`config.mk`:
```
export PLATFORM = sky130hd
export DESIGN_NAME = uart_core_cfg
export DESIGN_NICKNAME = d
export VERILOG_FILES = /design/src/rtl/uart_core_cfg.sv
export SDC_FILE = /design/constraint.sdc
export NUM_CORES = 1
export LEC_CHECK = 0
export CAP_MARGIN = 40
export CORE_ASPECT_RATIO = 0.9
export CORE_UTILIZATION = 55
export DETAILED_ROUTE_END_ITERATION = 8
export PLACE_DENSITY = 0.79
export SYNTH_ARGS = -nofsm -noshare
export SYNTH_HDL_FRONTEND = slang
export SYNTH_SLANG_ARGS = --single-unit
```
`constraint.sdc`:
```
create_clock -name clk -period 3.3 [get_ports clk]
set_input_delay 0.495 -clock clk [delete_from_list [all_inputs] [get_ports clk]]
set_output_delay 0.495 -clock clk [all_outputs]
set_load 0.03 [all_outputs]
```
`src/rtl/uart_core_cfg.sv`:
```
// Full-duplex UART core with runtime baud divisor, 16x oversampled receiver,
// configurable frame format and internal TX->RX loopback.
module uart_core_cfg #(
  parameter int DATA_BITS  = 8,
  parameter int PARITY_EN  = 0,
  parameter int PARITY_ODD = 0,
  parameter int STOP_BITS  = 1,
  parameter int DIV_W      = 16
) (
  input  logic                 clk,
  input  logic                 reset,
  input  logic [DIV_W-1:0]     baud_div,
  input  logic                 loopback,
  input  logic                 tx_valid,
  input  logic [DATA_BITS-1:0] tx_data,
  output logic                 tx_ready,
  output logic                 tx_busy,
  output logic                 tx,
  input  logic                 rx,
  output logic [DATA_BITS-1:0] rx_data,
  output logic                 rx_valid,
  output logic                 parity_err,
  output logic                 frame_err
);

  localparam logic [2:0] S_IDLE   = 3'd0;
  localparam logic [2:0] S_START  = 3'd1;
  localparam logic [2:0] S_DATA   = 3'd2;
  localparam logic [2:0] S_PARITY = 3'd3;
  localparam logic [2:0] S_STOP   = 3'd4;
  localparam logic [2:0] S_BREAK  = 3'd5;

  localparam logic [2:0] BIDX_LAST = 3'(DATA_BITS - 1);
  localparam logic       SCNT_LAST = 1'(STOP_BITS - 1);

  logic [DIV_W-1:0]     div_cnt;
  logic                 tick16;
  logic [2:0]           tx_state;
  logic [3:0]           tx_tcnt;
  logic [2:0]           tx_bidx;
  logic                 tx_scnt;
  logic                 tx_line;
  logic [DATA_BITS-1:0] tx_shift;
  logic                 tx_par;
  logic                 tx_accept;
  logic                 tx_bit_end;
  logic                 rx_sync_p0;
  logic                 rx_sync_p1;
  logic [2:0]           rx_state;
  logic [3:0]           rx_tcnt;
  logic [2:0]           rx_bidx;
  logic [DATA_BITS-1:0] rx_shift;
  logic                 rx_par_bit;
  logic                 rx_par_exp;
  logic                 rx_bit_end;

  // >= rather than == so a divisor lowered mid-count restarts instead of wrapping
  always_ff @(posedge clk or posedge reset) begin
    if (reset)                    div_cnt <= '0;
    else if (div_cnt >= baud_div) div_cnt <= '0;
    else                          div_cnt <= div_cnt + DIV_W'(1);
  end
  assign tick16 = (div_cnt == baud_div);

  assign tx_ready   = (tx_state == S_IDLE);
  assign tx_busy    = (tx_state != S_IDLE);
  assign tx         = tx_line;
  assign tx_accept  = tx_valid && tx_ready;
  assign tx_bit_end = tick16 && (tx_tcnt == 4'd15);

  always_ff @(posedge clk) begin
    if (tx_accept) begin
      tx_shift <= tx_data;
      tx_par   <= (PARITY_ODD != 0) ? ~^tx_data : ^tx_data;
    end else if ((tx_state == S_DATA) && tx_bit_end) begin
      tx_shift <= tx_shift >> 1;
    end
  end

  // tx_line is registered so the pin never glitches on state decode
  always_ff @(posedge clk or posedge reset) begin
    if (reset) begin
      tx_state <= S_IDLE;
      tx_tcnt  <= '0;
      tx_bidx  <= '0;
      tx_scnt  <= 1'b0;
      tx_line  <= 1'b1;
    end else begin
      if ((tx_state != S_IDLE) && tick16) tx_tcnt <= tx_tcnt + 4'd1;
      case (tx_state)
        S_IDLE: if (tx_valid) begin
          tx_state <= S_START;
          tx_tcnt  <= '0;
          tx_line  <= 1'b0;
        end
        S_START: if (tx_bit_end) begin
          tx_state <= S_DATA;
          tx_bidx  <= '0;
          tx_line  <= tx_shift[0];
        end
        S_DATA: if (tx_bit_end) begin
          if (tx_bidx == BIDX_LAST) begin
            if (PARITY_EN != 0) begin
              tx_state <= S_PARITY;
              tx_line  <= tx_par;
            end else begin
              tx_state <= S_STOP;
              tx_line  <= 1'b1;
              tx_scnt  <= 1'b0;
            end
          end else begin
            tx_bidx <= tx_bidx + 3'd1;
            tx_line <= tx_shift[1];
          end
        end
        S_PARITY: if (tx_bit_end) begin
          tx_state <= S_STOP;
          tx_line  <= 1'b1;
          tx_scnt  <= 1'b0;
        end
        S_STOP: if (tx_bit_end) begin
          if (tx_scnt == SCNT_LAST) tx_state <= S_IDLE;
          else                      tx_scnt  <= 1'b1;
        end
        default: begin
          tx_state <= S_IDLE;
          tx_line  <= 1'b1;
        end
      endcase
    end
  end

  // Stage p0/p1: two-flop synchroniser, line idles high
  always_ff @(posedge clk or posedge reset) begin
    if (reset) begin
      rx_sync_p0 <= 1'b1;
      rx_sync_p1 <= 1'b1;
    end else begin
      rx_sync_p0 <= loopback ? tx_line : rx;
      rx_sync_p1 <= rx_sync_p0;
    end
  end

  assign rx_bit_end = tick16 && (rx_tcnt == 4'd15);
  assign rx_par_exp = (PARITY_ODD != 0) ? ~^rx_shift : ^rx_shift;

  always_ff @(posedge clk) begin
    if ((rx_state == S_DATA) && rx_bit_end)   rx_shift   <= {rx_sync_p1, rx_shift[DATA_BITS-1:1]};
    if ((rx_state == S_PARITY) && rx_bit_end) rx_par_bit <= rx_sync_p1;
  end

  always_ff @(posedge clk or posedge reset) begin
    if (reset) begin
      rx_state   <= S_IDLE;
      rx_tcnt    <= '0;
      rx_bidx    <= '0;
      rx_data    <= '0;
      rx_valid   <= 1'b0;
      parity_err <= 1'b0;
      frame_err  <= 1'b0;
    end else begin
      rx_valid <= 1'b0;
      if ((rx_state != S_IDLE) && (rx_state != S_BREAK) && tick16) rx_tcnt <= rx_tcnt + 4'd1;
      case (rx_state)
        S_IDLE: if (!rx_sync_p1) begin
          rx_state <= S_START;
          rx_tcnt  <= '0;
        end
        S_START: if (tick16 && (rx_tcnt == 4'd7)) begin
          rx_tcnt  <= '0;
          rx_bidx  <= '0;
          rx_state <= rx_sync_p1 ? S_IDLE : S_DATA;
        end
        S_DATA: if (rx_bit_end) begin
          if (rx_bidx == BIDX_LAST) rx_state <= (PARITY_EN != 0) ? S_PARITY : S_STOP;
          else                      rx_bidx  <= rx_bidx + 3'd1;
        end
        S_PARITY: if (rx_bit_end) rx_state <= S_STOP;
        S_STOP: if (rx_bit_end) begin
          rx_data    <= rx_shift;
          parity_err <= (PARITY_EN != 0) && (rx_par_bit != rx_par_exp);
          frame_err  <= !rx_sync_p1;
          rx_valid   <= 1'b1;
          rx_state   <= rx_sync_p1 ? S_IDLE : S_BREAK;
        end
        // A held-low line must go high before another start bit is accepted
        S_BREAK: if (rx_sync_p1) rx_state <= S_IDLE;
        default: rx_state <= S_IDLE;
      endcase
    end
  end

endmodule
```
# Word-level counts from Yosys, hierarchy flattened
# Cells that the tools add are included.
[word_totals]
register_bits = 66
inputBits = 29
out_inout_bits = 14
elab_cells = 131
[op_classes]
addsub = 5
magnitude_cmp = 1
eq_ne = 32
muxes = 51
bitwise_logic = 1
n_reduce_logical = 25
[ops]
columns = ["op", "count"]
rows = [
  ["3-bit 2-to-1 mux", 21],
  ["2-bit inequality test, second input constant", 14],
  ["4-bit 2-to-1 mux", 6],
  ["3-bit case mux with 6 select lines", 1],
  ["16-bit by 1-bit adder with 16-bit output, second input constant", 1],
  ["16-bit equality test", 1],
  ["16-bit greater-or-equal comparator", 1],
  ["16-bit 2-to-1 mux", 1],
  ["8-bit 2-to-1 mux", 2],
  ["3-bit equality test, second input constant", 5],
  ["3-bit case mux with 5 select lines", 1],
  ["7-bit AND reduction", 2],
  ["1-bit 2-to-1 mux", 13],
  ["3-bit by 2-bit equality test with 1-bit output, second input constant", 4],
  ["3-bit case mux with 2 select lines", 2],
  ["5-bit AND reduction", 2],
  ["1-bit logical AND", 9],
  ["3-bit nonzero test", 3],
  ["4-bit by 1-bit adder with 4-bit output, second input constant", 2],
  ["4-bit equality test, second input constant", 2],
  ["4-bit case mux with 2 select lines", 1],
  ["4-bit AND reduction", 2],
  ["3-bit by 1-bit adder with 3-bit output, second input constant", 2],
  ["3-bit by 1-bit equality test with 1-bit output, second input constant", 2],
  ["11 further kinds", 15],
]

# Depth between registers and ports, before layout
# Gate-level depths: netlist of run 1.
[depth]
word_depth = 6
mapped_depth = 9

# Least setup slack after synthesis of run 1
# Ideal clock, no wire load.
[synth_timing]
path_type = "in2reg"
start = "input port baud_div[10]"
end = "register tx_shift[0] (enable)"
setup_time_ns = 0.383
arrival_ns = 2.448
t_required_ns = 2.917
path_slack_ns = 0.468
stages = 7
n_path_buf = 0
path_cell_list = "inv_1 ha_1 nand4_2 nor4_1 and4_1 mux2i_1 nor3_1"
[synth_via]
elab_chain_len = 4
[synth_rtl]
columns = ["element", "line_no", "rtl"]
rows = [
  ["start, declared", "12", "input logic [DIV_W-1:0] baud_div,"],
  ["16-bit equality test", "63", "assign tick16 = (div_cnt == baud_div);"],
  ["1-bit logical AND", "69", "assign tx_bit_end = tick16 && (tx_tcnt == 4'd15);"],
  ["1-bit logical AND", "75", "end else if ((tx_state == S_DATA) && tx_bit_end) begin"],
  ["2-bit nonzero test (no line)", "-", ""],
  ["end signal, assigned", "73", "tx_shift <= tx_data;"],
  ["end signal, assigned", "76", "tx_shift <= tx_shift >> 1;"],
  ["end, declared", "43", "logic [DATA_BITS-1:0] tx_shift;"],
]
# Every way passes these cells.
# A chain may end at the register's enable or synchronous reset.

# Worst setup path in the final report of run 1
[layout_timing]
start = "input port baud_div[14]"
end = "register rx_tcnt[1]"
[layout_via]
elab_chain_len = 5
[layout_rtl]
columns = ["element", "line_no", "rtl"]
rows = [
  ["16-bit equality test (*)", "63", ""],
  ["1-bit logical AND", "163", "if ((rx_state != S_IDLE) && (rx_state != S_BREAK) && tick16) rx_tcnt <= rx_tcnt + 4'd1;"],
  ["4-bit 2-to-1 mux", "163", ""],
  ["4-bit 2-to-1 mux, on equally long branches", "169, 165", ""],
  ["4-bit case mux with 2 select lines (*)", "164", "case (rx_state)"],
  ["end signal, assigned", "163", ""],
  ["end, declared", "50", "logic [3:0] rx_tcnt;"],
]
# Mark *: on every way between the ends. The rest lies on a longest branch, timed or not.

==> metrics.csv, run 1 <==
metric,value,unit
GRT busiest layer,met2,
distinct cell type count after synthesis,48,
final cell count without fillers,446,
highest net fanout along the worst path,6,
leading register cell type out of synthesis,dfrtp_1,
Achievable Freq,342,MHz
drt wl/cell,14.6,microns
clk_lat worst skew,0.33,ns
Worst Setup Path Type,input pin to flip-flop,
CTS Hold Bufs,0,
Bufs and invs on worst path,5,
sequential share of the synthesized area,0.499,
Final Util,0.705,
reg2reg path depth,9,
layout cells sized above 1,0.146,
initial core utilization,0.585,
met1 usage,0.276,
fin nets,423,
met2 Track Usage GR,0.393,
Residual DRC,0,
Hold Crit Depth,0,
flop-to-flop setup slack,0.60,ns
CP Launch Type,input pin,
YS warnings,0,
CP Data Arrival Time,3.12,ns
synthesized instance count,320,
CP max stage delay,0.48,ns
Total Power,1.69,mW
max-slew violation count,0,
Tot GR Track Use,0.228,
global-route wire length before repair,11500,microns
met3 Use GR,0.0614,
"CTS clk-pin slew, worst paths",0.06,ns
Max-cap violations,0,
Cell Rows,26,
critical path's top delay family,buffers and inverters,
gpl congestion,0.855,
grt ovf,0,
pwr dens,408,nW/um^2
vias in the first global route,2542,
DR vias,2463,
post-synth net total,372,
CTS tree,built,
DR vias/cell,5.52,
Layout area overhead,20.6,%
# diodes,0,
worst path cell trace,clkdlybuf4s50_1 > inv_1 > ha_1 > nand4_2 > buf_4 > nor4_1 > buf_4 > or4b_1 > a211oi_1 > buf_4 > a21oi_1,
RSZ-0062 raised after global routing,false,
worst hold path type,flip-flop to flip-flop,
Die Ht,76.9,microns
Crit path required time,3.50,ns
reg2reg end,rx_tcnt[1]$_DFF_PP0_,
post-CTS setup buffers,0,
status,"complete, no violations",
Post-synth EDFFs,16,
Hold Fails Final Rpt,0,
final setup fails,0,
I/O pin count,43,
Mean Syn Cell Area,10.7,sq um
total CTS buffers,9,
Yosys reg bits,65,
post-DP HPWL,4950,microns
Pleak,1.92,nW
clk root buf,clkbuf_8,
hold endpoint,rx_sync_p1$_DFF_PP1_,
Die X,85.2,microns
most frequent CP cell,buf_4,
Worst Setup End Kind,flip-flop,
Post-CTS Resized,0,
clk_skew,0.0125,ns
DRT iter0 DRCs,73,
Hold Path Origin,rx_sync_p0$_DFF_PP1_,
TNS Setup,0,ns
Max Buffers Root-to-Sink,2,
IO Port Bufs,41,
drt total wl,6490,microns
ys async rst share,0.754,
Clock Sinks,65,
Post-DRT Antenna Nets,0,
Core Area,5860,sq um
slowest CP cell,or4b_1,
initial antenna violation count,0,
Max VDD drop,0.297,mV
Worst R2R Start,div_cnt[10]$_DFF_PP0_,
Max H-tree Level,3,
DIE AREA,6550,sq um
Mapped Area,3430,sq um
min cycle time layout,2.92,ns
placed cells,430,
Initial DRT Pass Iterations,4,
post-route clock period utilization,0.885,
pin count of the biggest net entering global routing,30,
## synthesized netlist by cell type (2+ instances only)
library cell  count  area share
dfrtp_1          46        0.34
nor2_1           34       0.037
inv_1            26       0.028
ha_1             23       0.084
nand2_1          18       0.020
edfxtp_1         16        0.14
nand3_1          14       0.020
o21ai_0          12       0.018
mux2_2           11       0.036
xor2_1           11       0.028
a21oi_1          10       0.015
clkbuf_1         10       0.011
xnor2_1           9       0.023
mux2_4            8       0.035
and3_1            7       0.013
nor3_1            7       0.010
a211oi_1          4      0.0088
nand2b_1          4      0.0073
nand4_1           4      0.0073
and4_1            3      0.0077
dfstp_2           3       0.023
nand3b_1          3      0.0066
nor2b_1           3      0.0055
o32ai_1           3      0.0077
or3_1             3      0.0055
a21o_1            2      0.0044
and2_1            2      0.0037
nand4_2           2      0.0073
nor4_1            2      0.0037
or4_1             2      0.0044
## routing by layer
metal,up-vias,part of all wire
li1,1223,-
met1,1178,0.44
met2,51,0.51
met3,11,0.032
met4,0,0.015
met5,-,0
## state kept, by name, indices dropped and copies added, names as in the netlist
name	cells
rx_state	3
rx_sync_p1	1
tx_bidx	3
tx_state	3
rx_valid	1
rx_bidx	3
rx_shift	8
rx_tcnt	4
frame_err	1
rx_data	8
tx_shift	8
tx_tcnt	4
tx	1
rx_sync_p0	1
div_cnt	16
## logic make-up (layout without fill, tap and decap cells)
family,after synthesis,after routing,share of synthesized area
adders and majority gates,23,23,0.0840
other,1,1,0.00109
and+or+nand+nor,115,115,0.177
muxes,20,20,0.0741
DFF,65,65,0.499
AOI/OAI and AO/OA,37,37,0.0665
buffers and inverters,39,95,0.0464
xor gates and xnor gates,20,20,0.0511
## through the flow
stage / worst slack (ns) / area, sq um / hold WS (ns)
after global routing: 0.254 / 4130 / 0.374
after global placement: 0.160 / 3950 / 0.346
after CTS: 0.380 / 4130 / 0.368
after floorplan: 0.468 / 3430 / 0.345
after detailed placement: 0.103 / 3970 / 0.359
final: 0.380 / 4130 / 0.367
## worst reg2reg max path, cell delays in order (launching register included)
cell	delay (ns)
dfrtp_1	0.42
ha_1	0.33
nand4_2	0.13
buf_4	0.17
nor4_1	0.31
buf_4	0.20
or4b_1	0.48
a211oi_1	0.30
buf_4	0.18
a21oi_1	0.05
## cells in the final DEF, fill, tap and decap left out, types with 11 or more instances in the layout
master,netlist,layout
dfrtp_1,46,46
clkdlybuf4s50_1,0,41
nor2_1,34,34
inv_1,26,25
ha_1,23,23
nand2_1,18,18
edfxtp_1,16,16
nand3_1,14,14
o21ai_0,12,12
xor2_1,11,11
mux2_2,11,11
buf_4,1,11
## layout make-up
| type | instances | area [sq um] |
|---|---|---|
| Clock buffer | 12 | 145 |
| Clock inverter | 4 | 20.0 |
| Fill cell | 439 | 1730 |
| Inverter | 26 | 97.6 |
| Multi-Input combinational cell | 216 | 1560 |
| Sequential cell | 65 | 1710 |
| Tap cell | 70 | 87.6 |
| Timing Repair Buffer | 53 | 513 |
## power by group
group          switching, mW  total, mW  leakage [nW]  internal [mW]
Combinational         0.0987      0.205          1.04          0.107
Sequential            0.0569      0.918         0.797          0.861
Clock                  0.276      0.563        0.0815          0.287
## worst max path at each step
| stage | start | endpoint | slack (ns) | cells past startpoint |
|---|---|---|---|---|
| final | baud_div[14] | rx_tcnt[1]$_DFF_PP0_ | 0.38 | 11 |
| after global routing | baud_div[14] | rx_tcnt[1]$_DFF_PP0_ | 0.25 | 11 |
| after CTS | baud_div[14] | rx_tcnt[1]$_DFF_PP0_ | 0.38 | 11 |
| after detailed placement | baud_div[11] | rx_data[4]$_DFFE_PP0P_ | 0.10 | 7 |
| after global placement | baud_div[10] | rx_data[2]$_DFFE_PP0P_ | 0.16 | 7 |
| after floorplan | baud_div[10] | tx_shift[0]$_DFFE_PP_ | 0.47 | 7 |
(Power assumes the default switching activity.)
==> run 2, diff against run 1 <==
Settings changed: REMOVE_ABC_BUFFERS set to 1, TNS_END_PERCENT set to 10.
==> run 2 against run 1 <==
  * Clock power up 32%
  * Combinational power down 2%
  * Via count down 0.20%
  * Core utilization up 0.79 points
  * Critical path depth down 4
  * Non-clock buffer count down 2
  * Register-to-register slack better by 0.04 ns
  * Sequential power about the same
==> metrics.csv, run 2 (synthesis gave the netlist of run 1 again) <==
metric,value,unit
status,"complete, no violations",
Worst Setup End Kind,flip-flop,
DR vias,2458,
Comb pwr share,0.108,
Max VDD drop,0.304,mV
fin nets,421,
"leading cell types in the layout, fill and taps excluded","dfrtp_1, clkdlybuf4s50_1, nor2_1, inv_1, ha_1",
total CTS buffers,9,
Tot GR Track Use,0.212,
drt wl/cell,13.8,microns
"leading cell type in the layout, fill and taps excluded",dfrtp_1,
layout cells sized above 1,0.150,
Max-cap violations,0,
pin count of the biggest net entering global routing,28,
sw power,0.453,mW
post-CTS setup buffers,0,
Crit path required time,3.53,ns
Worst R2R Start,div_cnt[13]$_DFF_PP0_,
clk_skew,0.00936,ns
met1 usage,0.291,
pwr dens,445,nW/um^2
min cycle time layout,2.85,ns
sequential share of power,0.493,
initial antenna violation count,0,
area of the multi-input gates,1560,sq um
GRT busiest layer,met2,
gpl congestion,0.762,
drt total wl,6140,microns
I/O pin count,43,
register name with the most flops,div_cnt,
Max H-tree Level,3,
met3 Use GR,0.0614,
Final Util,0.713,
DIE AREA,6550,sq um
clk_lat worst skew,0.34,ns
Worst Setup Path Type,input pin to flip-flop,
Cell Rows,26,
critical path startpoint,baud_div[14],
met2 Track Usage GR,0.331,
reg2reg path depth,5,
Post-DRT Antenna Nets,0,
DRT iter0 DRCs,95,
vias in the first global route,2374,
Achievable Freq,351,MHz
clk root buf,clkbuf_8,
Layout area overhead,21.9,%
post-DP HPWL,4480,microns
Hold Path Origin,rx_sync_p0$_DFF_PP1_,
CP Data Arrival Time,3.08,ns
switching part of the total,0.244,
final setup fails,0,
Core Area,5860,sq um
highest net fanout along the worst path,10,
Clock Sinks,65,
Die X,85.2,microns
Total Power,1.86,mW
Internal,1.40,mW
Hold Fails Final Rpt,0,
WHS,0.372,ns
Max Buffers Root-to-Sink,2,
Die Ht,76.9,microns
grt ovf,0,
initial core utilization,0.585,
Post-CTS Resized,0,
TNS Setup,0,ns
Residual DRC,0,
global-route wire length before repair,10800,microns
actual slew at the worst max-slew pin,0.608,ns
clock network fraction of total power,0.399,
post-route clock period utilization,0.863,
DR vias/cell,5.54,
Pleak,1.94,nW
fillers,420,
slew margin rel.,0.594,
CP Launch Type,input pin,
max reg flops,16,
worst hold path type,flip-flop to flip-flop,
"CTS clk-pin slew, worst paths",0.07,ns
max-slew violation count,0,
RSZ-0062 raised after global routing,false,
IO Port Bufs,41,
# diodes,0,
Initial DRT Pass Iterations,6,
Hold Crit Depth,0,
Reg area,1710,sq um
CTS Hold Bufs,0,
CTS tree,built,
-- run 2: changes by cell type in the layout (fill, tap and decap cells not counted) --
cell | before | now
buf_4 | 11 | 9
bufinv_16 | 0 | 2
clkbuf_1 | 2 | 0
buf_12 | 1 | 0
buf_16 | 0 | 1
clkinv_1 | 2 | 1
clkinv_2 | 1 | 2
-- run 2: worst paths after layout --
| path | slack (ns) | endpoint |
|---|---|---|
| max | 0.45 | rx_data[2]$_DFFE_PP0P_ |
| min | 0.37 | rx_sync_p1$_DFF_PP1_ |
| max reg2reg | 0.64 | rx_data[2]$_DFFE_PP0P_ |
| min reg2reg | 0.37 | rx_sync_p1$_DFF_PP1_ |
| max in group asynchronous | 2.23 | rx_state[0]$_DFFE_PP0P_ |
| min in group asynchronous | 0.54 | div_cnt[13]$_DFF_PP0_ |
-- run 2: power groups by stage --
stage,logic (mW),registers [mW],clock network (mW)
2_1_floorplan,0.127,0.915,0
3_3_place_gp,0.182,0.929,0
3_5_place_dp,0.197,0.932,0
4_1_cts,0.202,0.915,0.762
5_1_grt,0.229,0.923,0.797
6_report,0.200,0.916,0.742
-- run 2: area by class of cell --
| class | count | area share |
|---|---|---|
| multi-input cells | 216 | 0.373 |
| well taps | 70 | 0.0210 |
| repair buffers | 51 | 0.121 |
| clock buffers | 10 | 0.0330 |
| inverters | 26 | 0.0234 |
| clock inverters | 6 | 0.0195 |
| flip-flops and latches | 65 | 0.410 |
-- run 2: worst max-delay path: stages --
cell             delay, ns
clkdlybuf4s50_1       0.45
inv_1                 0.05
ha_1                  0.30
nand4_2               0.17
or4_1                 0.61
or4b_4                0.67
mux2_4                0.33
-- run 2: through the flow --
step / cells / cell area [sq um] / setup WS (ns)
6_report: 444 / 4180 / 0.452
5_1_grt: 444 / 4180 / 0.355
4_1_cts: 444 / 4180 / 0.460
3_5_place_dp: 428 / 3960 / 0.0957
3_3_place_gp: 427 / 3930 / 0.126
2_1_floorplan: 307 / 3360 / 0.470
-- run 2: layer usage --
metal,vias up,wire length [microns],part of all wire
li1,1219,-,-
met1,1186,2960,0.48
met2,42,2880,0.47
met3,11,219,0.036
met4,0,80,0.013
met5,-,0,0
==> run 3, diff against run 2 <==
Settings changed: ABC_CLOCK_PERIOD_IN_PS set to 3300, CORE_MARGIN set to 2, RECOVER_POWER set to 25.
==> run 3 against run 2 <==
  * Fmax is 0.96% higher
  * Highest routed layer unchanged
  * Register-to-register slack better by 0.05 ns
  * Final area is 1.0% lower
  * Critical path type unchanged
  * Global-route usage is 1.0 points lower
  * Largest power group unchanged
  * First-iteration DRC count is 11% higher
==> metrics.csv, run 3 (synthesis gave the netlist of run 1 again) <==
metric,value,unit
status,"complete, no violations",
TNS Setup,0,ns
clock network fraction of total power,0.366,
DIE AREA,6880,sq um
Crit path required time,3.52,ns
Clock Sinks,65,
gpl congestion,0.839,
initial antenna violation count,0,
reg2reg path depth,7,
max reg flops,16,
Worst Setup End Kind,flip-flop,
final setup fails,0,
min cycle time layout,2.82,ns
fillers,454,
Hold Fails Final Rpt,0,
sw power,0.445,mW
CTS tree,built,
Worst Setup Path Type,input pin to flip-flop,
post-DP HPWL,4640,microns
switching part of the total,0.254,
post-route clock period utilization,0.855,
Worst R2R Start,div_cnt[10]$_DFF_PP0_,
Achievable Freq,355,MHz
reg2reg end,rx_bidx[1]$_DFFE_PP0P_,
CTS Hold Bufs,0,
Die Ht,78.9,microns
IO Port Bufs,41,
global-route wire length before repair,10900,microns
layout cells sized above 1,0.142,
drt total wl,6170,microns
CP Data Arrival Time,3.04,ns
worst hold path type,flip-flop to flip-flop,
fin nets,421,
Tot GR Track Use,0.202,
DR vias/cell,5.42,
Layout area overhead,20.6,%
Max-cap violations,0,
Internal,1.30,mW
"leading cell type in the layout, fill and taps excluded",dfrtp_1,
Cell Rows,27,
grt ovf,0,
slew margin rel.,0.0208,
"CTS clk-pin slew, worst paths",0.07,ns
pwr dens,423,nW/um^2
DRT iter0 DRCs,105,
Residual DRC,0,
initial core utilization,0.563,
"leading cell types in the layout, fill and taps excluded","dfrtp_1, clkdlybuf4s50_1, nor2_1, inv_1, ha_1",
vias in the first global route,2422,
placed cells,430,
Pleak,1.93,nW
# diodes,0,
I/O pin count,43,
sequential share of power,0.524,
post-CTS setup buffers,0,
Total Power,1.75,mW
Max VDD drop,0.320,mV
CP Launch Type,input pin,
Die X,87.2,microns
RSZ-0062 raised after global routing,false,
Comb pwr share,0.110,
clk_skew,0.0142,ns
Reg area,1710,sq um
register name with the most flops,div_cnt,
total CTS buffers,9,
clk_lat worst skew,0.34,ns
area of the multi-input gates,1560,sq um
Core Area,6080,sq um
Post-DRT Antenna Nets,0,
final cell count without fillers,446,
Max H-tree Level,3,
Post-CTS Resized,0,
max-slew violation count,0,
hold endpoint,rx_sync_p1$_DFF_PP1_,
DR vias,2419,
Hold Path Origin,rx_sync_p0$_DFF_PP1_,
Hold Crit Depth,0,
highest net fanout along the worst path,6,
drt wl/cell,13.8,microns
actual slew at the worst max-slew pin,1.47,ns
pin count of the biggest net entering global routing,34,
flop-to-flop setup slack,0.69,ns
Max Buffers Root-to-Sink,2,
Initial DRT Pass Iterations,4,
clk root buf,clkbuf_8,
## run 3: cell count changes in the layout (fill, tap and decap cells not counted), sizes merged
cell / change
bufinv: -1
buf: -1
clkdlybuf4s50: -2
clkinvlp: +1
dlymetal6s4s: +1
dlygate4sd3: +2
## run 3: power by group through the flow
stage | clock [mW] | combinational [mW] | sequential [mW]
4_1_cts | 0.663 | 0.199 | 0.915
5_1_grt | 0.697 | 0.227 | 0.922
2_1_floorplan | 0 | 0.127 | 0.915
3_5_place_dp | 0 | 0.197 | 0.931
6_report | 0.641 | 0.192 | 0.917
3_3_place_gp | 0 | 0.180 | 0.928
## run 3: worst max path at each step
stage,start,endpoint,slack (ns),depth (start not counted)
3_3_place_gp,baud_div[10],rx_bidx[2]$_DFFE_PP0P_,0.16,9
4_1_cts,baud_div[10],rx_bidx[1]$_DFFE_PP0P_,0.48,9
3_5_place_dp,baud_div[10],rx_bidx[1]$_DFFE_PP0P_,0.1,9
5_1_grt,reset,tx_bidx[0]$_DFFE_PP0P_,0.23,3
2_1_floorplan,baud_div[10],tx_shift[0]$_DFFE_PP_,0.47,7
6_report,baud_div[10],rx_bidx[1]$_DFFE_PP0P_,0.48,9
## run 3: through the flow
stage               worst slack (ns)   util  hold slack [ns]  cell area (sq um)
global route                   0.228  0.680            0.364               4130
detailed placement            0.0984  0.650            0.347               3950
global placement               0.162  0.647            0.346               3930
CTS                            0.481  0.681            0.353               4140
finish                         0.479  0.680            0.355               4130
floorplan                      0.470      -            0.345               3360
## run 3: critical path, cell delays in order
cell,delay [ns]
clkdlybuf4s50_1,0.45
inv_1,0.04
ha_1,0.30
nand4_2,0.17
or4_1,0.58
buf_4,0.17
or4_2,0.67
nand2_1,0.09
o21ai_0,0.08
## run 3: per-layer routing
| layer | vias up | global-route usage | part of all wire |
|---|---|---|---|
| li1 | 1223 | - | - |
| met1 | 1137 | 0.275 | 0.47 |
| met2 | 54 | 0.318 | 0.48 |
| met3 | 5 | 0.0561 | 0.044 |
| met4 | 0 | 0.0600 | 0.0076 |
| met5 | - | 0 | 0 |
## run 3: cell type report
cell class / count / area share
Inverter: 26 / 0.0236
Clock buffer: 10 / 0.0309
Multi-Input combinational cell: 216 / 0.377
Tap cell: 72 / 0.0218
Clock inverter: 6 / 0.0145
Timing Repair Buffer: 51 / 0.119
Sequential cell: 65 / 0.414
